## config.mk

```make
export PLATFORM = sky130hd
export DESIGN_NAME = lt24_run_controller
export DESIGN_NICKNAME = d
export VERILOG_FILES = /design/src/rtl/lt24_run_pkg.sv /design/src/rtl/lt24_write_counter.sv /design/src/rtl/lt24_run_controller.sv
export SDC_FILE = /design/constraint.sdc
export NUM_CORES = 1
export LEC_CHECK = 0
export CAP_MARGIN = 20
export CELL_PAD_IN_SITES_DETAIL_PLACEMENT = 1
export CELL_PAD_IN_SITES_GLOBAL_PLACEMENT = 2
export CORE_UTILIZATION = 41
export CTS_CLUSTER_DIAMETER = 80
export DETAILED_ROUTE_END_ITERATION = 12
export DONT_BUFFER_PORTS = 1
export GPL_TIMING_DRIVEN = 1
export PLACE_DENSITY = 0.92
export SKIP_LAST_GASP = 1
export SLEW_MARGIN = 20
export SYNTH_ARGS = -nofsm -noshare
export SYNTH_HDL_FRONTEND = slang
export SYNTH_SLANG_ARGS = --single-unit
```

## constraint.sdc

```tcl
create_clock -name clock -period 5.6 [get_ports clock]
set_input_delay 0.56 -clock clock [delete_from_list [all_inputs] [get_ports clock]]
set_output_delay 0.56 -clock clock [all_outputs]
set_load 0.02 [all_outputs]
```

## src/rtl/lt24_run_pkg.sv

```systemverilog
// Shared state encoding and saturating arithmetic for the LT24 run controller.
package lt24_run_pkg;

    typedef enum logic [2:0] {
        HOLD      = 3'd0,
        WAIT_INIT = 3'd1,
        RUN       = 3'd2,
        PAUSE     = 3'd3,
        DONE      = 3'd4,
        TIMEOUT   = 3'd5
    } state_t;

    localparam int unsigned SAT_W = 64;

    // Increment by one when inc is set, holding at the all-ones value of a width-bit counter.
    function automatic logic [SAT_W-1:0] sat_inc(
        input logic [SAT_W-1:0] value,
        input logic             inc,
        input int unsigned      width
    );
        logic [SAT_W-1:0] max_value;
        max_value = (width >= SAT_W) ? '1 : ((SAT_W'(1) << width) - SAT_W'(1));
        if (inc && (value < max_value)) begin
            return value + SAT_W'(1);
        end
        return value;
    endfunction

endpackage

```

## src/rtl/lt24_write_counter.sv

```systemverilog
// Counts qualified LT24 write strobes (rising Wr_n with CS_n low) per chunk and in total.
module lt24_write_counter
    import lt24_run_pkg::*;
#(
    parameter int unsigned CNT_W = 24
) (
    input  logic             clock,
    input  logic             reset,
    input  logic             wr_n,
    input  logic             cs_n,
    input  logic             count_en,
    input  logic             clear,
    input  logic             latch,
    output logic [CNT_W-1:0] chunk_writes,
    output logic [CNT_W-1:0] total_writes
);

    logic             wr_n_q;
    logic             write_c;
    logic [CNT_W-1:0] chunk_cnt;
    logic [CNT_W-1:0] chunk_inc_c;
    logic [CNT_W-1:0] total_inc_c;

    assign write_c     = count_en & ~wr_n_q & wr_n & ~cs_n;
    assign chunk_inc_c = CNT_W'(sat_inc(SAT_W'(chunk_cnt), write_c, CNT_W));
    assign total_inc_c = CNT_W'(sat_inc(SAT_W'(total_writes), write_c, CNT_W));

    // A latch captures the running chunk count including a write seen on the same cycle.
    always_ff @(posedge clock) begin
        if (reset) begin
            wr_n_q       <= 1'b1;
            chunk_cnt    <= '0;
            chunk_writes <= '0;
            total_writes <= '0;
        end else begin
            wr_n_q <= wr_n;
            if (clear) begin
                chunk_cnt    <= '0;
                total_writes <= '0;
            end else begin
                total_writes <= total_inc_c;
                if (latch) begin
                    chunk_writes <= chunk_inc_c;
                    chunk_cnt    <= '0;
                end else begin
                    chunk_cnt <= chunk_inc_c;
                end
            end
        end
    end

endmodule

```

## src/rtl/lt24_run_controller.sv

```systemverilog
// Bring-up run controller: app reset, init wait with timeout, chunked run/pause metering.
module lt24_run_controller
    import lt24_run_pkg::*;
#(
    parameter int unsigned RESET_CYCLES = 2,
    parameter int unsigned INIT_TIMEOUT = 1000000,
    parameter int unsigned CHUNK_CYCLES = 100000,
    parameter int unsigned NUM_CHUNKS   = 0,
    parameter int unsigned PAUSE_EN     = 1,
    parameter int unsigned CYC_W        = 32,
    parameter int unsigned CNT_W        = 24
) (
    input  logic             clock,
    input  logic             reset,
    input  logic             resetApp,
    input  logic             LT24Wr_n,
    input  logic             LT24CS_n,
    input  logic             resume,
    output logic             appResetOut,
    output logic             initDone,
    output logic             chunkDone,
    output logic             running,
    output logic             paused,
    output logic             finished,
    output logic             timedOut,
    output logic             errReinit,
    output logic [CNT_W-1:0] chunkIndex,
    output logic [CNT_W-1:0] chunkWrites,
    output logic [CNT_W-1:0] totalWrites
);

    localparam logic [CYC_W-1:0] HOLD_LAST    = CYC_W'(RESET_CYCLES - 32'd1);
    localparam logic [CYC_W-1:0] TIMEOUT_LAST = CYC_W'((INIT_TIMEOUT == 32'd0) ? 32'd0 : INIT_TIMEOUT - 32'd1);
    localparam logic [CYC_W-1:0] CHUNK_LAST   = CYC_W'(CHUNK_CYCLES - 32'd1);

    state_t           state;
    logic [CYC_W-1:0] cnt;
    logic             chunk_end_c;
    logic             count_en_c;
    logic             init_go_c;
    logic             last_chunk_c;
    logic [CNT_W-1:0] index_next_c;

    assign chunk_end_c  = (state == RUN) && (cnt == CHUNK_LAST);
    assign count_en_c   = (state == RUN) || (state == PAUSE);
    assign init_go_c    = (state == WAIT_INIT) && !resetApp;
    assign index_next_c = CNT_W'(sat_inc(SAT_W'(chunkIndex), 1'b1, CNT_W));
    assign last_chunk_c = (NUM_CHUNKS != 32'd0) && (SAT_W'(index_next_c) == SAT_W'(NUM_CHUNKS));

    // One counter serves as hold timer, init timeout and chunk cycle count, cleared on each hand-off.
    always_ff @(posedge clock) begin
        if (reset) begin
            state       <= HOLD;
            cnt         <= '0;
            appResetOut <= 1'b1;
            initDone    <= 1'b0;
            chunkDone   <= 1'b0;
            running     <= 1'b0;
            paused      <= 1'b0;
            finished    <= 1'b0;
            timedOut    <= 1'b0;
            errReinit   <= 1'b0;
            chunkIndex  <= '0;
        end else begin
            initDone  <= 1'b0;
            chunkDone <= 1'b0;
            case (state)
                HOLD: begin
                    if (cnt == HOLD_LAST) begin
                        state       <= WAIT_INIT;
                        appResetOut <= 1'b0;
                        cnt         <= '0;
                    end else begin
                        cnt <= cnt + CYC_W'(1);
                    end
                end
                WAIT_INIT: begin
                    if (!resetApp) begin
                        state    <= RUN;
                        running  <= 1'b1;
                        initDone <= 1'b1;
                        cnt      <= '0;
                    end else if ((INIT_TIMEOUT != 32'd0) && (cnt == TIMEOUT_LAST)) begin
                        state    <= TIMEOUT;
                        timedOut <= 1'b1;
                    end else begin
                        cnt <= cnt + CYC_W'(1);
                    end
                end
                RUN: begin
                    if (resetApp) begin
                        errReinit <= 1'b1;
                    end
                    if (chunk_end_c) begin
                        chunkDone  <= 1'b1;
                        chunkIndex <= index_next_c;
                        cnt        <= '0;
                        if (last_chunk_c) begin
                            state    <= DONE;
                            running  <= 1'b0;
                            finished <= 1'b1;
                        end else if (PAUSE_EN != 32'd0) begin
                            state   <= PAUSE;
                            running <= 1'b0;
                            paused  <= 1'b1;
                        end
                    end else begin
                        cnt <= cnt + CYC_W'(1);
                    end
                end
                PAUSE: begin
                    if (resetApp) begin
                        errReinit <= 1'b1;
                    end
                    if (resume) begin
                        state   <= RUN;
                        paused  <= 1'b0;
                        running <= 1'b1;
                    end
                end
                default: begin
                    state <= state;
                end
            endcase
        end
    end

    lt24_write_counter #(
        .CNT_W (CNT_W)
    ) u_write_counter (
        .clock        (clock),
        .reset        (reset),
        .wr_n         (LT24Wr_n),
        .cs_n         (LT24CS_n),
        .count_en     (count_en_c),
        .clear        (init_go_c),
        .latch        (chunk_end_c),
        .chunk_writes (chunkWrites),
        .total_writes (totalWrites)
    );

endmodule

```

# Yosys cells after proc, flatten, opt, wreduce, memory -nomap -nowiden
# Cells that the tools add are included.
# Widths: inputs -> output; s select.
# classes
n_reduce_logical,25
magnitude_cmp,3
bitwise_logic,8
n_mux,27
add_sub_neg,4
n_eq_ne,12
# op_table
op,n
$mux 32,4
$mux 24,4
$pmux 32 s3,1
$add 24x1->24 const B,3
$lt 24x24->1 const B,3
$add 32x1->32 const B,1
$eq 32x1->1 const B,1
$eq 32x17->1 const B,1
$eq 32x20->1 const B,1
$mux 3,5
$pmux 3 s4,1
$mux 1,10
$reduce_and 3->1,3
$ne 2x2->1 const B,4
$reduce_and 2->1,4
$reduce_or 2->1,4
$eq 3x2->1 const B,2
$reduce_bool 3->1,2
$not 1->1,5
$reduce_and 5->1,1
$logic_and 1x1->1,4
$reduce_and 4->1,1
$reduce_bool 4->1,1
$and 1x1->1,3
10 further kinds,10
# totals
reg_bits,139
output_inout_bits,80

# Depth between registers and ports, before layout
# Gate-level depths: netlist (run 1).
# logic_depth
depth_word,8
ltp_mapped,9

# By module
# Synthesis (run 1) repeated with hierarchy kept, for this count alone.
# unflattened
hier_cells,813
hier_area_um2,6775.2
# modules_own_cells
module,n_inst,cells_per_inst,seq_area_each_um2,area_per_inst_um2
lt24_run_controller,1,434,1321.3,3488.3
lt24_write_counter,1,379,1461.4,3286.9

# Worst setup path after synthesis (run 1)
# Ideal clock, no wire load.
# synth_timing
kind,register to register
startpoint,register u_write_counter.total_writes[13]
endpoint,register u_write_counter.total_writes[23]
n_path_buf,0
setup_ns,0.071
setup_slack_ns,3.324
stages_incl_launch_ff,6
t_arrival_ns,2.206
cell_sequence,dfxtp_1 > nand4_2 > or4_4 > or4b_4 > or3_1 > a21oi_1
# synth_via
elab_chain_cells,3
elab_cells_between_ends,5
cone_classes,add/sub (1); order compare (1); mux (2); reduce/logical (1)
# synth_lines
item,line_no,text
"start, declared",lt24_write_counter.sv:15,output logic [CNT_W-1:0] total_writes
"start signal, assigned",lt24_write_counter.sv:41,total_writes <= total_inc_c;
$lt 24x24->1,lt24_run_pkg.sv:23,if (inc && (value < max_value)) begin
$logic_and 1x1->1,lt24_run_pkg.sv:23,
$mux 1,lt24_run_pkg.sv:23,
# Several ways; a longest one is shown, not always the timed one. The select of a mux whose other input is x is not followed.
# A chain may end at the register's enable or synchronous reset.

# Worst setup path in the final report (run 1)
# layout_timing
startpoint,register cnt[26]
endpoint,register cnt[22]
# layout_via
elab_chain_cells,4
elab_cells_between_ends,9
cone_classes,eq/ne (4); mux (3); reduce/logical (2)
# layout_lines
item,line_no,text
"start, declared",lt24_run_controller.sv:37,logic [CYC_W-1:0] cnt;
"start signal, assigned",lt24_run_controller.sv:74,cnt <= cnt + CYC_W'(1);
"start signal, assigned",lt24_run_controller.sv:87,cnt <= cnt + CYC_W'(1);
"start signal, assigned",lt24_run_controller.sv:108,cnt <= cnt + CYC_W'(1);
$eq 32x17->1,lt24_run_controller.sv:44,assign chunk_end_c = (state == RUN) && (cnt == CHUNK_LAST);
$logic_and 1x1->1,lt24_run_controller.sv:44,
$mux 32,lt24_run_controller.sv:94,if (chunk_end_c) begin
$pmux 32 s3,lt24_run_controller.sv:67,case (state)
# Several ways; a longest one is shown, not always the timed one.

==> results of run 1 <==
==> flip-flops by register name, indices dropped and copies added, names as in the netlist <==
| name | flops |
|---|---|
| errReinit | 1 |
| u_write_counter.total_writes | 24 |
| initDone | 1 |
| state | 3 |
| timedOut | 1 |
| u_write_counter.chunk_writes | 24 |
| cnt | 32 |
| chunkDone | 1 |
| u_write_counter.wr_n_q | 1 |
| u_write_counter.chunk_cnt | 24 |
| chunkIndex | 24 |
| appResetOut | 1 |
| paused | 1 |
| running | 1 |
==> Yosys cell counts, types with 2 or more instances <==
cell / number / area, sq um
nor2_1: 148 / 556
dfxtp_1: 139 / 2780
xnor2_1: 59 / 517
nand3_1: 51 / 255
nand2_1: 45 / 169
nor3_1: 29 / 145
nand4_1: 28 / 175
xor2_1: 26 / 228
a211oi_1: 21 / 158
a21oi_1: 21 / 105
clkbuf_1: 19 / 71.3
nor4_1: 18 / 113
o21ai_0: 17 / 85.1
and4_1: 16 / 140
inv_1: 15 / 56.3
or3_1: 14 / 87.6
and3_1: 12 / 75.1
buf_2: 8 / 40.0
nor4_2: 6 / 75.1
ha_1: 5 / 62.6
o31ai_1: 5 / 37.5
and2_1: 4 / 25.0
mux2i_1: 4 / 40.0
nand2b_1: 4 / 25.0
nand4b_1: 3 / 26.3
or2_2: 3 / 18.8
or4_1: 3 / 22.5
buf_6: 2 / 22.5
nor2b_1: 2 / 12.5
nor3_2: 2 / 20.0
nor3b_1: 2 / 15.0
nor4b_1: 2 / 17.5
==> layout by cell type (no fill, tap or decap), types with 4 or more instances in the layout <==
| master | netlist | final |
|---|---|---|
| o31ai_1 | 5 | 4 |
| or3_1 | 14 | 14 |
| nor4_1 | 18 | 17 |
| nor2_1 | 148 | 148 |
| clkbuf_16 | 0 | 17 |
| nor4_2 | 6 | 7 |
| nand3_1 | 51 | 51 |
| clkbuf_1 | 19 | 5 |
| xor2_1 | 26 | 26 |
| xnor2_1 | 59 | 59 |
| o21ai_0 | 17 | 17 |
| a21oi_1 | 21 | 21 |
| and4_1 | 16 | 16 |
| and2_1 | 4 | 4 |
| and3_1 | 12 | 12 |
| ha_1 | 5 | 5 |
| dfxtp_1 | 139 | 139 |
| nand2_1 | 45 | 45 |
| a211oi_1 | 21 | 21 |
| nor3_1 | 29 | 29 |
| nand4_1 | 28 | 28 |
| clkinv_2 | 0 | 4 |
| inv_1 | 15 | 15 |
| mux2i_1 | 4 | 4 |
==> power groups by stage <==
stage                     combinational (W)  sequential, W  clock, W
after floorplan                    0.000129        0.00105         0
after global placement             0.000137        0.00107         0
after detailed placement           0.000144        0.00108         0
after CTS                          0.000146        0.00106   0.00107
after global routing               0.000166        0.00106   0.00112
final                              0.000147        0.00106   0.00105
==> how the worst min path moves through the flow <==
stage                          from                          end  slack, ps  depth (start not counted)
2_1_floorplan   cnt[7]$_SDFFE_PP0P_          cnt[7]$_SDFFE_PP0P_        500                          2
3_3_place_gp   cnt[31]$_SDFFE_PP0P_         cnt[31]$_SDFFE_PP0P_        520                          2
3_5_place_dp   cnt[31]$_SDFFE_PP0P_         cnt[31]$_SDFFE_PP0P_        530                          2
4_1_cts                       reset  chunkIndex[18]$_SDFFE_PP0P_        190                          1
5_1_grt                       reset   chunkIndex[1]$_SDFFE_PP0P_        190                          1
6_report                      reset  chunkIndex[18]$_SDFFE_PP0P_        200                          1
==> layout make-up <==
class                   instances  area, sq um  share of cell area (%)
clock inverters                 7         65.1                   0.918
inverters                      16         60.1                   0.848
well taps                     188          235                    3.32
multi-input cells             571         3440                    48.5
flip-flops and latches        139         2780                    39.3
clock buffers                  25          485                    6.85
repair buffers                  2         18.8                   0.265
==> kinds of logic after synthesis <==
kind of cell	count (synthesis)	synth area share [%]
buffers and inverters	47	3.20
multiplexers	4	0.625
adder cells (fa/ha/maj)	5	0.977
AND/OR/NAND/NOR	401	32.5
AO/OA/AOI/OAI	75	7.52
other	1	0.0586
flip-flops	139	43.5
XOR/XNOR	85	11.6
==> routing by layer <==
layer,vias up,track usage [%],part of all wire (%)
met5,-,0,0
met4,0,8.75,2.0
met3,29,6.45,5.9
met2,109,36.3,49
met1,2637,26.4,44
li1,2649,-,-
==> stage by stage <==
| step | setup WS [ps] | hold slack [ps] |
|---|---|---|
| after global placement | 1990 | 520 |
| after floorplan | 3320 | 501 |
| final | 2260 | 200 |
| after global routing | 2000 | 194 |
| after detailed placement | 2160 | 530 |
| after CTS | 2110 | 193 |
==> worst max-delay path, cell delays in order (launching register included) <==
cell,delay [ps]
dfxtp_1,330
nor4_1,410
nand4_1,310
nand4b_1,470
nand2b_1,840
nand2b_2,700
nor2_1,120
==> impl_metrics.toml, run 1 <==
[power]
ir_drop_uv = 210
pwr-share-comb_pct = 6.5
p_switching_w = 0.000559
total_power_w = 0.00226
p_int_w = 0.00170
netSwitchingFraction_pct = 24.8
p_leak_nw = 2.24
pwr-share-clk_pct = 46.7
powerDensity_nw_per_um2 = 319
seqPwrFrac_pct = 46.8

[synth]
synth_area_per_cell_sq_um = 8.46
synth_seq_cells = 139
synthCells = 757
yosysWarningCount = 0
synth.cell_area_sq_um = 6400
ys_types = 56
synthArstFlopShare_pct = 0
ys.flop_type = "dfxtp_1"
ys_seq_area_share_pct = 43.5
synth_edf_count = 0
synth_nets = 768

[timing]
setup-violations-final = 0
finalCritPeriodShare_pct = 59.6
max_freq_mhz = 299
worstMarginPinSlew_ps = 1010
rsz0062_at_grt = "false"
post-route-min-period_ps = 3340
fin_tns_setup_ps = 0
final_max_slew_viol_count = 0
clock_skew_ps = 6.43
hold_violations = 0
relSlewSlack_pct = 32.9

[setup_path]
end_kind = "flop"
reg2regPathDepth = 6
crit_required_ps = 5880
critical_path.max_fanout = 32
worstReg2RegEnd = "cnt[22]$_SDFFE_PP0P_"
crit_end = "cnt[22]$_SDFFE_PP0P_"
arrival_ps = 3620
critPathKind = "flop to flop"
critPathLaunch = "cnt[26]$_SDFFE_PP0P_"
rr_startpoint = "cnt[26]$_SDFFE_PP0P_"
start_kind = "flop"
r2r_setup_slack_ps = 2260

[global_routing]
grt_remaining_overflow = 0
grt_pass1_vias = 5627
antenna_found_initial = 0
grt_max_degree = 56
grt_pass1_wl_mm = 28.0
grt.total_usage_pct = 21.8

[cts]
clock_latency_ps = 430
clockBufferDepth = 2
numCtsBuffers = 17
cts_sinks = 139
htree_num_levels = 4
cts.repair.resized = 0
cts_tree = "done"
hold_buffers = 0
cts_setup_buffers = 0
cts_root_buffer = "clkbuf_16"
cts.clk_slew.worst_paths_ps = 60

[die]
die_h_um = 127
initial_core_util_pct = 42.1
fp.dieW_um = 127
rows = 45
die_area_sq_um = 16100
core_sq_um = 15200
io_pins = 86

[layout]
areaGrowthSynthToFinish_pct = 10.7
fillCellCount = 1780
fin_util_pct = 46.6
finalNetCount = 758
drive_above_1_share_pct = 6.84
diodes = 0
finalInstanceArea_sq_um = 7080
instances_no_fill = 948

[route]
via_per_inst = 5.72
wire_per_inst_um = 17.8
vias = 5424
ant_nets = 0
totalWireLength_mm = 16.8
drt-initial-drc-count = 307
route.detailed.drc = 0
drt-pass1-iter-count = 4

[run_status]
status = "finished, final reports clean"

[placed_design]
placed_area_sq_um = 6520
hpwl_mm = 11.8
placed_cells = 915
gp_congestion = 0.788
portBuffers = 0

[run]
cap_violations = 0

[min_path]
min_path_type = "input pin to flop"
(Power assumes the default switching activity.)
==> inputs of run 2 (changes only) <==
Settings changed: CORE_UTILIZATION 41 to 34, PLACE_DENSITY 0.92 to 0.83.
Clock period 5.6 ns to 3 ns, I/O delays scaled along.
==> impl_metrics.toml, run 2 (synthesis results as in run 1) <==
[run_status]
status = "finished with violations"
violations = "design-rule violations"

[timing]
finalWorstSetupSlack_ps = 439
post-route-min-period_ps = 2560
hold_violations = 0
finalCritPeriodShare_pct = 85.4
relSlewSlack_pct = 51.0
clock_skew_ps = 9.64
worstMarginPinSlew_ps = 729
max_freq_mhz = 391
setup-violations-final = 0
final_max_slew_viol_count = 0
fin_tns_setup_ps = 0
rsz0062_at_grt = "false"

[route]
totalWireLength_mm = 17.4
wire_per_inst_um = 17.4
ant_nets = 0
drt-pass1-iter-count = 11
route.detailed.drc = 7
vias = 5462
drt-initial-drc-count = 268
via_per_inst = 5.44

[power]
powerDensity_nw_per_um2 = 635
ir_drop_uv = 446
p_leak_nw = 2.39

[cts]
clock_latency_ps = 420
cts.clk_slew.worst_paths_ps = 60
cts_tree = "done"
cts_root_buffer = "clkbuf_16"
cts_sinks = 139
numCtsBuffers = 17
cts_setup_buffers = 0
hold_buffers = 3
htree_num_levels = 4
clockBufferDepth = 2
cts.repair.resized = 0

[die]
fp.dieW_um = 139
initial_core_util_pct = 35.2
core_sq_um = 18200
die_area_sq_um = 19400
io_pins = 86
die_h_um = 139
rows = 49

[layout]
multiInputGateArea_sq_um = 3430
largest_reg_flops = 32
final-seq-area_sq_um = 2780
diodes = 0
fin_util_pct = 40.6
layout_common_cells = "nor2_1 (148), dfxtp_1 (139), xnor2_1 (59), nand3_1 (51), nand2_1 (45)"
drive_above_1_share_pct = 8.90
fillCellCount = 2132
final_common_cell = "nor2_1"
finalNetCount = 774
top_register = "cnt"
areaGrowthSynthToFinish_pct = 15.6

[setup_path]
worstReg2RegEnd = "u_write_counter.chunk_writes[16]$_SDFFE_PP0P_"
r2r_setup_slack_ps = 440
arrival_ps = 2900
reg2regPathDepth = 6
start_kind = "flop"
critPathKind = "flop to flop"
crit_required_ps = 3330
rr_startpoint = "state[2]$_SDFFE_PP0P_"
end_kind = "flop"
critical_path.max_fanout = 11

[placed_design]
portBuffers = 0
gp_congestion = 0.840
hpwl_mm = 12.3
place_ws_ps = 384

[global_routing]
grt_max_degree = 54
grt_pass1_vias = 5737
grt_pass1_wl_mm = 29.3
antenna_found_initial = 0
grt.total_usage_pct = 18.7
grt_remaining_overflow = 0

[min_path]
whs_endpoint = "errReinit$_SDFFE_PP0P_"
hp-start = "resetApp"
whs_path_depth = 2
min_path_type = "input pin to flop"

[run]
cap_violations = 0
## run 2: cell types whose count changed in the layout (fill, tap and decap cells not counted)
cell / change
buf_6: -1
clkbuf_1: -5
clkinvlp_4: -2
nand2b_2: -1
buf_4: +14
nand2b_1: +1
dlygate4sd3_1: +2
clkinv_4: +3
inv_6: +3
clkbuf_8: -2
clkinv_2: -3
bufinv_16: +5
buf_16: +1
## run 2: layout make-up
type,instances,area share [%]
clock inverters,13,3.21
clock buffers,18,5.93
repair buffers,18,2.16
well taps,229,3.87
inverters,16,0.811
flip-flops and latches,139,37.6
multi-input cells,571,46.4
## run 2: worst max path at each step
stage	startpoint	end	slack, ps	depth (start not counted)
6_report	state[2]$_SDFFE_PP0P_	u_write_counter.chunk_writes[16]$_SDFFE_PP0P_	440	6
5_1_grt	state[2]$_SDFFE_PP0P_	u_write_counter.chunk_writes[15]$_SDFFE_PP0P_	60	6
4_1_cts	state[2]$_SDFFE_PP0P_	u_write_counter.chunk_writes[15]$_SDFFE_PP0P_	370	6
3_5_place_dp	state[2]$_SDFFE_PP0P_	u_write_counter.chunk_writes[15]$_SDFFE_PP0P_	380	6
3_3_place_gp	state[2]$_SDFFE_PP0P_	u_write_counter.chunk_writes[15]$_SDFFE_PP0P_	510	6
2_1_floorplan	u_write_counter.total_writes[13]$_SDFFE_PP0P_	u_write_counter.total_writes[23]$_SDFFE_PP0P_	720	5
## run 2: report_power, final
part,internal [W],switching [W],total [W]
registers,0.00189,0.0000735,0.00196
clock network,0.00159,0.000837,0.00242
logic,0.000103,0.000213,0.000316
total,0.00358,0.00112,0.00470
## run 2: metal layers
layer / vias to the layer above / global-route usage [%] / routed length, um
met5: - / 0 / 0
met4: 0 / 4.04 / 157
met3: 17 / 6.61 / 1040
met2: 91 / 32.8 / 8560
met1: 2681 / 21.7 / 7660
li1: 2673 / - / -
## run 2: worst max-delay path, stage by stage, from the launching register on
cell	delay (ps)
dfxtp_1	410
nor4b_2	440
nand2_1	400
nor3_1	640
nand2_1	160
xor2_1	190
a211oi_1	240
## run 2: stage by stage
stage	total power (W)	hold slack (ps)	instances	area, sq um
after floorplan	0.00221	379	757	6400
after global placement	0.00229	380	970	6680
after detailed placement	0.00230	384	970	6680
after CTS	0.00476	28.2	1004	7400
after global routing	0.00488	43.4	1004	7400
final	0.00470	39.7	1004	7400
